[src/rtl/cpu_mem_pkg.sv]
// Shared types and constants for the IF/MEM memory port arbiter.
package cpu_mem_pkg;

  typedef enum logic [1:0] {
    IDLE   = 2'd0,
    GNT_IF = 2'd1,
    GNT_DM = 2'd2,
    DONE   = 2'd3
  } arb_state_e;

  localparam logic [1:0] SZ_BYTE = 2'b00;
  localparam logic [1:0] SZ_HALF = 2'b01;
  localparam logic [1:0] SZ_WORD = 2'b10;

  localparam int DEF_MAX_DM_STREAK = 4;
  localparam int DEF_TIMEOUT       = 16;
  localparam int STREAK_W          = 4;
  localparam int WAIT_W            = 8;

  // Saturating increment used by the DM streak counter.
  function automatic logic [STREAK_W-1:0] streak_inc(
    input logic [STREAK_W-1:0] cur,
    input logic [STREAK_W-1:0] max
  );
    logic [STREAK_W-1:0] nxt;
    if (cur == max) begin
      nxt = cur;
    end else begin
      nxt = cur + {{(STREAK_W-1){1'b0}}, 1'b1};
    end
    return nxt;
  endfunction

endpackage

[src/rtl/mem_wait_timer.sv]
// Clearable, enabled wait counter; tc_o flags the last cycle before an abort.
module mem_wait_timer #(
  parameter int TIMEOUT = 16,
  parameter int WAIT_W  = 8
) (
  input  logic clk,
  input  logic rst_n,
  input  logic clr_i,
  input  logic en_i,
  output logic tc_o
);

  logic [WAIT_W-1:0] cnt_q;
  logic [WAIT_W-1:0] cnt_d;
  logic              tc_s;

  assign tc_s = (cnt_q == WAIT_W'(TIMEOUT - 1));
  assign tc_o = tc_s;

  // Next count: clear wins, then count up, never past terminal count.
  always_comb begin
    cnt_d = cnt_q;
    if (clr_i) begin
      cnt_d = {WAIT_W{1'b0}};
    end else if (en_i && !tc_s) begin
      cnt_d = cnt_q + {{(WAIT_W-1){1'b0}}, 1'b1};
    end else begin
      cnt_d = cnt_q;
    end
  end

  // Count register.
  always_ff @(posedge clk or negedge rst_n) begin
    if (!rst_n) begin
      cnt_q <= {WAIT_W{1'b0}};
    end else begin
      cnt_q <= cnt_d;
    end
  end

endmodule

[src/rtl/mem_port_arbiter.sv]
// Arbitrates the single-port memory between instruction fetch and data access;
// data side wins unless IF has been passed over MAX_DM_STREAK times in a row.
module mem_port_arbiter
  import cpu_mem_pkg::*;
#(
  parameter int ADDR_W        = 32,
  parameter int DATA_W        = 32,
  parameter int MAX_DM_STREAK = DEF_MAX_DM_STREAK,
  parameter int TIMEOUT       = DEF_TIMEOUT
) (
  input  logic              clk,
  input  logic              rst_n,
  input  logic              if_req,
  input  logic [ADDR_W-1:0] if_addr,
  output logic [DATA_W-1:0] if_rdata,
  output logic              if_ready,
  output logic              if_stall,
  input  logic              dm_req,
  input  logic              dm_we,
  input  logic [ADDR_W-1:0] dm_addr,
  input  logic [DATA_W-1:0] dm_wdata,
  input  logic [1:0]        dm_size,
  output logic [DATA_W-1:0] dm_rdata,
  output logic              dm_ready,
  output logic              dm_stall,
  output logic              mem_req,
  output logic              mem_we,
  output logic [ADDR_W-1:0] mem_addr,
  output logic [DATA_W-1:0] mem_wdata,
  output logic [1:0]        mem_size,
  input  logic [DATA_W-1:0] mem_rdata,
  input  logic              mem_ack,
  output logic              mem_err
);

  localparam logic [STREAK_W-1:0] STREAK_MAX = STREAK_W'(MAX_DM_STREAK);

  arb_state_e          state_q, state_d;
  logic                mem_req_q, mem_req_d;
  logic                mem_we_q, mem_we_d;
  logic [ADDR_W-1:0]   mem_addr_q, mem_addr_d;
  logic [DATA_W-1:0]   mem_wdata_q, mem_wdata_d;
  logic [1:0]          mem_size_q, mem_size_d;
  logic                mem_err_q, mem_err_d;
  logic [DATA_W-1:0]   if_rdata_q, if_rdata_d;
  logic [DATA_W-1:0]   dm_rdata_q, dm_rdata_d;
  logic                if_ready_q, if_ready_d;
  logic                dm_ready_q, dm_ready_d;
  logic [STREAK_W-1:0] streak_q, streak_d;
  logic                timer_clr_s;
  logic                timer_en_s;
  logic                timer_tc_s;
  logic                dm_wins_s;

  mem_wait_timer #(
    .TIMEOUT (TIMEOUT),
    .WAIT_W  (WAIT_W)
  ) u_wait_timer (
    .clk   (clk),
    .rst_n (rst_n),
    .clr_i (timer_clr_s),
    .en_i  (timer_en_s),
    .tc_o  (timer_tc_s)
  );

  // IF is forced only when both request and DM has used up its streak.
  assign dm_wins_s = dm_req && !(if_req && (streak_q == STREAK_MAX));

  // Next-state, memory-side latching and completion logic.
  always_comb begin
    state_d     = state_q;
    mem_req_d   = mem_req_q;
    mem_we_d    = mem_we_q;
    mem_addr_d  = mem_addr_q;
    mem_wdata_d = mem_wdata_q;
    mem_size_d  = mem_size_q;
    mem_err_d   = 1'b0;
    if_rdata_d  = if_rdata_q;
    dm_rdata_d  = dm_rdata_q;
    if_ready_d  = 1'b0;
    dm_ready_d  = 1'b0;
    streak_d    = streak_q;
    timer_clr_s = 1'b0;
    timer_en_s  = 1'b0;

    case (state_q)
      IDLE: begin
        timer_clr_s = 1'b1;
        if (dm_wins_s) begin
          state_d     = GNT_DM;
          mem_req_d   = 1'b1;
          mem_we_d    = dm_we;
          mem_addr_d  = dm_addr;
          mem_wdata_d = dm_wdata;
          mem_size_d  = dm_size;
          if (if_req) begin
            streak_d = streak_inc(streak_q, STREAK_MAX);
          end else begin
            streak_d = {STREAK_W{1'b0}};
          end
        end else if (if_req) begin
          state_d     = GNT_IF;
          mem_req_d   = 1'b1;
          mem_we_d    = 1'b0;
          mem_addr_d  = if_addr;
          mem_wdata_d = {DATA_W{1'b0}};
          mem_size_d  = SZ_WORD;
          streak_d    = {STREAK_W{1'b0}};
        end else begin
          state_d = IDLE;
        end
      end
      GNT_IF, GNT_DM: begin
        if (mem_ack) begin
          state_d   = DONE;
          mem_req_d = 1'b0;
          if (state_q == GNT_IF) begin
            if_ready_d = 1'b1;
            if_rdata_d = mem_rdata;
          end else begin
            dm_ready_d = 1'b1;
            // Stores complete without touching the load data register.
            if (!mem_we_q) begin
              dm_rdata_d = mem_rdata;
            end else begin
              dm_rdata_d = dm_rdata_q;
            end
          end
        end else if (timer_tc_s) begin
          state_d   = DONE;
          mem_req_d = 1'b0;
          mem_err_d = 1'b1;
          if (state_q == GNT_IF) begin
            if_ready_d = 1'b1;
          end else begin
            dm_ready_d = 1'b1;
          end
        end else begin
          timer_en_s = 1'b1;
        end
      end
      DONE: begin
        state_d = IDLE;
      end
      default: begin
        state_d   = IDLE;
        mem_req_d = 1'b0;
      end
    endcase
  end

  // State and output registers; reset drops an in-flight request at once.
  always_ff @(posedge clk or negedge rst_n) begin
    if (!rst_n) begin
      state_q     <= IDLE;
      mem_req_q   <= 1'b0;
      mem_we_q    <= 1'b0;
      mem_addr_q  <= {ADDR_W{1'b0}};
      mem_wdata_q <= {DATA_W{1'b0}};
      mem_size_q  <= 2'b00;
      mem_err_q   <= 1'b0;
      if_rdata_q  <= {DATA_W{1'b0}};
      dm_rdata_q  <= {DATA_W{1'b0}};
      if_ready_q  <= 1'b0;
      dm_ready_q  <= 1'b0;
      streak_q    <= {STREAK_W{1'b0}};
    end else begin
      state_q     <= state_d;
      mem_req_q   <= mem_req_d;
      mem_we_q    <= mem_we_d;
      mem_addr_q  <= mem_addr_d;
      mem_wdata_q <= mem_wdata_d;
      mem_size_q  <= mem_size_d;
      mem_err_q   <= mem_err_d;
      if_rdata_q  <= if_rdata_d;
      dm_rdata_q  <= dm_rdata_d;
      if_ready_q  <= if_ready_d;
      dm_ready_q  <= dm_ready_d;
      streak_q    <= streak_d;
    end
  end

  assign mem_req   = mem_req_q;
  assign mem_we    = mem_we_q;
  assign mem_addr  = mem_addr_q;
  assign mem_wdata = mem_wdata_q;
  assign mem_size  = mem_size_q;
  assign mem_err   = mem_err_q;
  assign if_rdata  = if_rdata_q;
  assign dm_rdata  = dm_rdata_q;
  assign if_ready  = if_ready_q;
  assign dm_ready  = dm_ready_q;

  // Stalls stay combinational so the pipeline can hold in the request cycle.
  assign if_stall = if_req & ~if_ready_q;
  assign dm_stall = dm_req & ~dm_ready_q;

endmodule

[config.mk]
export PLATFORM = sky130hd
export DESIGN_NAME = mem_port_arbiter
export DESIGN_NICKNAME = d
export VERILOG_FILES = /design/src/rtl/cpu_mem_pkg.sv /design/src/rtl/mem_wait_timer.sv /design/src/rtl/mem_port_arbiter.sv
export SDC_FILE = /design/constraint.sdc
export NUM_CORES = 1
export LEC_CHECK = 0
export CORE_MARGIN = 2
export CORE_UTILIZATION = 48
export CTS_BUF_LIST = sky130_fd_sc_hd__clkbuf_4
export DETAILED_ROUTE_END_ITERATION = 10
export PLACE_DENSITY = 0.95
export SYNTH_ARGS = -nofsm -noshare
export SYNTH_HDL_FRONTEND = slang
export SYNTH_HIERARCHICAL = 1
export SYNTH_SLANG_ARGS = --single-unit
[constraint.sdc]
create_clock -name clk -period 4.3 [get_ports clk]
set_clock_uncertainty 0.05 [all_clocks]
set_input_delay 0.86 -clock clk [delete_from_list [all_inputs] [get_ports clk]]
set_output_delay 0.86 -clock clk [all_outputs]
set_load 0.05 [all_outputs]
==> out/results.txt <==
clock-pin slew on the worst setup and hold paths: 0.11 ns
commonest non-fill, non-tap cell in the layout: clkdlybuf4s50_1
first-pass GRT wire length: 29370 um
hold buffer count at CTS: 0
routed len/inst: 18.13 um
Final HPWL DP: 13440 um
sequential power share: 0.282
die width: 120.9 um
CTS root buf: clkbuf_4
Required @ worst endpoint: 3.39 ns
# setup viols final: 0
Slew @ Worst Pin: 0.9536 ns
layout cell share with drive strength beyond 1: 0.1731
Final min period: 3.564 ns
gr usage total: 0.2601
Clock power frac: 0.089
Synth Register Bits: 149
leakage power: 0.004016 uW
DR vias/cell: 5.343
Final Cycle Share: 0.8288
Startpoint Class: primary input
latest clock arrival within the worst-skew pair: 0.52 ns
Mapped Avg Cell Area: 11.38 sq um
Util after Layout: 0.7254
Pre-antenna DRT Iters: 4
CTS tree: built
outcome: finished clean
Num CTS Buffers: 17
Final Hold Viols: 0
Comb power frac: 0.629
crit path DAT: 2.65 ns
YS warnings: 6
Critical Path End Type: primary output
Net Sw Frac: 0.5109
Slew HR: 0.3642
peak supply drop: 500.1 uV
Post-Route WL: 18600 um
gr ovfl total: 0
core area: 13300 sq um
post-CTS setup buffers: 0
Final Max Tran Viols: 0
crit-path max FO: 8
PD cells: 903.0 nW/um^2
pin count of the biggest net entering global routing: 84
syn_nets: 719
crit path kind: primary input to primary output
clk sinks: 149
Tightest Hold Check Type: primary input to asynchronous set/reset pin
Final #Nets: 978
Power Internal: 4259 uW
FP Rows: 42
net switching power: 4449 uW
Starting Density: 0.4937
via count: 5482
DRC viols: 0
routability congestion estimate: 0.7950
vias in the first global route: 5723
Mapped Cells: 577
area delta synth->final: 46.93%
antenna-violating nets left: 0
sequential share of the synthesized area: 0.5681
post-route setup TNS: 0 ns
RSZ-0062 raised after global routing: false
IO buf count: 272
CTS max path bufs: 2
CTS H-tree lvls: 4
I/O Pins: 273
max-cap violation count: 0
most frequent cells in the layout: clkdlybuf4s50_1 (270), dfrtp_1 (149), nand2_1 (142)
initial DRC count: 436
post-CTS sizing: 0
Die Y: 120.9 um
post-synthesis instance area: 6564 sq um
Yosys cell types: 42
initial antenna violation count: 1
f_max: 280.6 MHz
DIE AREA: 14630 sq um
## registers in the layout, indices dropped and copies added, names as in the netlist
signal	cells
streak_q	4
mem_we	1
if_ready	1
dm_ready	1
mem_err	1
state_q	2
if_rdata	32
u_wait_timer/cnt_q	8
mem_req	1
mem_size	2
dm_rdata	32
mem_addr	32
mem_wdata	32
## power by group through the flow
| stage | sequential, uW | combinational (uW) | clock [uW] |
|---|---|---|---|
| after floorplan | 4670 | 1420 | 0 |
| after global placement | 2420 | 5390 | 0 |
| after detailed placement | 2470 | 5510 | 0 |
| after CTS | 2450 | 5520 | 798 |
| after global routing | 2530 | 5740 | 864 |
| final | 2450 | 5480 | 773 |
## path summary, 6_finish.rpt
| path | start | endpoint | slack (ns) | cells past startpoint |
|---|---|---|---|---|
| setup / recovery | if_req | if_stall | 0.74 | 3 |
| hold / removal | rst_n | mem_wdata[24]$_DFFE_PN0P_ | 0.32 | 1 |
| hold reg to reg | mem_wdata[7]$_DFFE_PN0P_ | mem_wdata[7]$_DFFE_PN0P_ | 0.44 | 2 |
| max in group asynchronous | rst_n | if_rdata[27]$_DFFE_PN0P_ | 3.07 | 2 |
| setup reg to reg | state_q[1]$_DFFE_PN0N_ | mem_wdata[24]$_DFFE_PN0P_ | 1.59 | 6 |
| min in group clk | mem_wdata[7]$_DFFE_PN0P_ | mem_wdata[7]$_DFFE_PN0P_ | 0.44 | 2 |
## cell type report
type	instances	area, sq um
Multi-Input combinational cell	378	2576
Fill cell	916	3651
Antenna cell	1	2.502
Clock buffer	18	135.1
Sequential cell	149	3729
Inverter	7	26.28
Tap cell	176	220.2
Timing Repair Buffer	283	2841
Clock inverter	14	113.9
## worst max-delay path, cell delays in order
cell and delay, ns:
clkdlybuf4s50_1 0.71, nor2b_1 0.23, clkdlybuf4s50_1 0.84
## metrics by stage
step	total power (uW)	cell area, sq um	std cells	setup WS, ns	hold WS (ns)
floorplan	6087	6564	577	1.183	0.4607
global placement	7817	9393	993	0.7073	0.4103
detailed placement	7983	9393	993	0.7368	0.4210
CTS	8769	9642	1025	0.7379	0.3240
global route	9139	9644	1026	0.7271	0.3209
finish	8709	9644	1026	0.7362	0.3190
## cell families (layout without fill, tap and decap cells)
logic type,Yosys count,in the layout,synth area share
adder cells (fa/ha/maj),6,6,0.01144
AO/OA/AOI/OAI,95,95,0.1138
multiplexers,66,66,0.1136
flip-flops,149,149,0.5681
other,0,1,0
AND/OR/NAND/NOR,211,211,0.1521
buffers and inverters,50,322,0.04098
## cells in the mapped netlist, drive strengths merged
cell type	number	area share
nor3b	2	0.0023
nand3	3	0.0023
clkbuf	19	0.012
o311ai	3	0.0040
nand4b	1	0.0036
o21ai	43	0.033
nor2	6	0.0034
and2	3	0.0029
a211oi	3	0.0034
and4	1	0.0015
o211ai	32	0.059
buf	24	0.025
nand4	39	0.037
o21a	1	0.0011
ha	6	0.011
inv	7	0.0040
or3	4	0.0040
a41oi	1	0.0025
dfrtp	149	0.57
nand2	142	0.081
a21oi	9	0.0069
mux2	65	0.11
nor2b	3	0.0029
o221a	1	0.0017
a31oi	1	0.00095
nand2b	2	0.0019
mux2i	1	0.0015
nor3	2	0.0032
and3b	1	0.0013
nand3b	1	0.0011
a21boi	1	0.0011
nor4	1	0.0032
## per-layer routing
metal,GRT usage,share of wire,up-vias
met3,0.07237,0.072,47
li1,-,-,2553
met5,0,0,-
met1,0.2978,0.39,2642
met4,0.1177,0.035,0
met2,0.4515,0.51,240
Note: power is estimated with default switching activity, not from simulation.
==> RTL change 1, RTL diff (same flow settings) <==
Put one more register stage on the output `mem_err`, with the module's reset. The value now appears one clock later. The other outputs are not delayed to match.
--- a/src/rtl/mem_port_arbiter.sv
+++ b/src/rtl/mem_port_arbiter.sv
@@ -185,7 +185,13 @@
   assign mem_addr  = mem_addr_q;
   assign mem_wdata = mem_wdata_q;
   assign mem_size  = mem_size_q;
-  assign mem_err   = mem_err_q;
+  always_ff @(posedge clk or negedge rst_n) begin
+    if (!rst_n) begin
+      mem_err <= '0;
+    end else begin
+      mem_err <= mem_err_q;
+    end
+  end
   assign if_rdata  = if_rdata_q;
   assign dm_rdata  = dm_rdata_q;
   assign if_ready  = if_ready_q;
Check against the original RTL: no difference found for any inputs over 4 cycles, from zero or initial values and one cycle with rst_n low; that may be too few to reach the edited logic, so the function may still have changed.
==> RTL change 1 against the unedited design <==
Setup slack improved by 0.079 ns. Hold slack got worse by 0.025 ns. Power rose by 4.0%. Clock power rose by 40%. Fmax rose by 2.3%. Sequential cell count rose by 1. Final cell count fell by 0.19%. Critical endpoint unchanged. Cell area rose by 1.2%. Global-route usage rose by 0.86 points. Routed wire length rose by 4.4%. Die area rose by 0.36%. Via count rose by 2.2%. Synthesized area rose by 0.38%.
==> RTL change 1: results <==
placed_design:
  dp_hpwl_microns: 14000
  gp_congestion: 0.820
  numPortBuffers: 272
  dpl-instance-area_sq_um: 9400
route:
  dr.pass1.iters: 4
  drtIter0Drc: 444
  post_drt_wl_per_cell_microns: 19.0
  via_count: 5600
min_path:
  min_path_type: "input port to asynchronous set/reset pin"
clock_tree:
  worst_skew_pair.late_latency_ns: 0.54
  cts_resized: 0
  cts_setup_buffers: 0
  cts_root_buf: "clkbuf_4"
global_route:
  antenna_found_initial: 0
  grt_use_total_pct: 26.9
  grt_first_pass_wirelength_microns: 30500
  first_global_vias: 5826
  grt_start_max_net_pins: 87
critical_path:
  path_max_fanout: 8
  rr_worst_depth: 7
  rrSetupSlack_ns: 1.85
  worstPathArrival_ns: 2.57
  r2r_end: "u_wait_timer/cnt_q[7]"
  critical-path-slowest-cell: "clkdlybuf4s50_1"
  critPathLaunch: "if_req"
  worstReg2RegStart: "u_wait_timer/cnt_q[0]"
  max_stage_delay_ns: 0.81
synthesis:
  synth_common_cells: "dfrtp_1, nand2_1, mux2_2"
  synthTopCellsByArea: "dfrtp_1, mux2_2, nand2_1"
  seq_area_frac_synth_pct: 57.0
  syn_nets: 720
  yosysUniqueCellTypes: 42
power_and_ir_drop:
  max-vdd-ir-drop_mv: 0.517
  leakagePower_nw: 4.07
sta:
  worst_pin_slew_ns: 1.00
finish:
  drive_gt1_share_pct: 17.1
  n_antenna_cell: 0
run_status:
  status: "complete, no violations"
-- RTL change 1: cell types whose count changed after synthesis --
cell | unedited run | this run
dfrtp_1 | 149 | 150
-- RTL change 1: worst min-delay path by stage --
stage | start | endpoint | slack [ns]
finish | rst_n | mem_addr[0] | 0.29
global route | mem_err_q | mem_err | 0.33
CTS | rst_n | mem_addr[0] | 0.30
detailed placement | mem_err_q | mem_err | 0.29
global placement | mem_err_q | mem_err | 0.29
floorplan | mem_err_q | mem_err | 0.28
-- RTL change 1: cell type report --
cell class | instances | area [sq um]
clock buffer | 18 | 135
clock inverter | 13 | 229
fill | 907 | 3590
inverter | 7 | 26.3
multi-input combinational | 378 | 2580
sequential | 150 | 3750
tap | 176 | 220
timing repair buffer | 282 | 2820
-- RTL change 1: worst register-to-register path: cells and delay by family, from the launching register on --
kind	cells	cell delay [ns]
DFF	1	0.44
adders and majority gates	1	0.29
and+or+nand+nor	5	1.45
AOI/OAI and AO/OA	1	0.14
-- RTL change 1: cells by family after synthesis --
family | count (synthesis) | share of synthesized area (%)
muxes | 66 | 11.3
AOI/OAI and AO/OA | 95 | 11.3
and+or+nand+nor | 211 | 15.2
DFF | 150 | 57.0
adders and majority gates | 6 | 1.14
buffers and inverters | 50 | 4.08
-- RTL change 1: where the power goes --
group / leakage [nW] / internal (mW) / total, mW / switching [mW]
clock network: 0.182 / 0.581 / 1.08 / 0.503
registers: 1.86 / 2.08 / 2.48 / 0.397
logic: 2.04 / 1.90 / 5.49 / 3.59
-- RTL change 1: metrics by stage --
stage	setup slack, ns	instances
2_1_floorplan	1.18	578
3_3_place_gp	0.858	993
3_5_place_dp	0.817	993
4_1_cts	0.807	1024
5_1_grt	0.758	1024
6_report	0.816	1024
-- RTL change 1: layer usage --
metal	vias to the layer above	track usage [%]	part of all wire (%)
li1	2549	-	-
met1	2760	31.7	38
met2	249	46.3	51
met3	42	7.61	8.0
met4	0	10.6	2.6
met5	-	0	0
==> RTL change 2, RTL diff (config.mk and constraints unchanged) <==
Without the edit above. Change the parameter `DATA_W` from 32 to 16.
--- a/src/rtl/mem_port_arbiter.sv
+++ b/src/rtl/mem_port_arbiter.sv
@@ -4,7 +4,7 @@
   import cpu_mem_pkg::*;
 #(
   parameter int ADDR_W        = 32,
-  parameter int DATA_W        = 32,
+  parameter int DATA_W        = 16,
   parameter int MAX_DM_STREAK = DEF_MAX_DM_STREAK,
   parameter int TIMEOUT       = DEF_TIMEOUT
 ) (
Ports: changed (5 resized); port bits go from 273 to 193. No check against the original RTL was run, so the function may have changed too.
==> RTL change 2 against the unedited design <==
Sequential cell count decreased by 48. Clock power fell by 35%. Fmax increased by 8.4%. Cell area shrank 30%. Setup slack improved by 0.28 ns. Synthesized area fell by 29%. Routed wire length down 31%. Power is 34% lower. Combinational power is 34% lower. First-iteration DRC count down 48%. Critical path type unchanged. Largest cell class unchanged.
==> RTL change 2: results <==
sta:
  worst_pin_slew_ns: 1.24
  holdWs_ns: 0.458
critical_path:
  rrSetupSlack_ns: 1.86
  r2r_end: "u_wait_timer/cnt_q[7]"
  worstReg2RegStart: "u_wait_timer/cnt_q[0]"
  path_max_fanout: 2
  rr_worst_depth: 7
finish:
  nets: 723
  drive_gt1_share_pct: 11.3
  n_antenna_cell: 0
  final.fill_count: 654
synthesis:
  syn_nets: 549
  yosysUniqueCellTypes: 47
  synthTopCellsByArea: "dfrtp_1, nand2_1, mux2_2"
  seq_area_frac_synth_pct: 54.1
  synth-compound-area-share_pct: 11.6
  synth_common_cells: "nand2_1, dfrtp_1, nand4_1"
  synth_fa_ha_area_share_pct: 1.61
  synthMuxAreaShare_pct: 9.06
run_status:
  status: "complete, no violations"
power_and_ir_drop:
  net-switching-power_mw: 2.89
  leakagePower_nw: 2.76
  clock_power_mw: 0.499
  max-vdd-ir-drop_mv: 0.354
route:
  via_per_inst: 5.45
  wl_met2_microns: 6640
  met1_length_microns: 5250
  post_drt_wl_per_cell_microns: 17.2
  route.met3.wl_microns: 532
  drtIter0Drc: 228
global_route:
  grt_util_met1_pct: 29.5
  grt_use_total_pct: 24.1
  grt_start_max_net_pins: 86
  use_met2_pct: 42.5
  grtUsageMet3_pct: 3.59
  grt_first_pass_wirelength_microns: 19800
  first_global_vias: 4142
  antenna_found_initial: 0
placed_design:
  dpl-instance-area_sq_um: 6600
  dp_hpwl_microns: 9180
  numPortBuffers: 192
  gp_congestion: 0.852
clock_tree:
  cts_made_buffers: 9
  worst_skew_pair.late_latency_ns: 0.43
  htree_levels: 3
  path_clk_slew_ns: 0.15
min_path:
  min_path_type: "flip-flop to flip-flop"
RTL change 2: cell count changes in the layout (fill, tap and decap cells not counted), moves of 17 or more:
cell	before	now
o21ai_0	42	25
mux2_2	63	22
nand2_1	142	105
o211ai_1	3	31
o211ai_2	29	1
clkdlybuf4s50_1	270	190
dfrtp_1	149	101
RTL change 2: stage by stage:
stage / setup WS (ns) / utilization [%] / cells / total power, mW
after floorplan: 1.29 / - / 439 / 4.05
after global placement: 1.01 / 70.8 / 731 / 5.12
after detailed placement: 1.01 / 70.8 / 731 / 5.24
after CTS: 1.01 / 72.3 / 747 / 5.73
after global routing: 0.988 / 72.3 / 747 / 5.99
final: 1.01 / 72.3 / 747 / 5.71
RTL change 2: cell type report:
type | instances | area share (%)
Timing Repair Buffer | 198 | 29.3
Inverter | 7 | 0.390
Clock inverter | 7 | 1.08
Clock buffer | 9 | 1.00
Tap cell | 129 | 2.39
Sequential cell | 101 | 37.5
Multi-Input combinational cell | 296 | 28.4
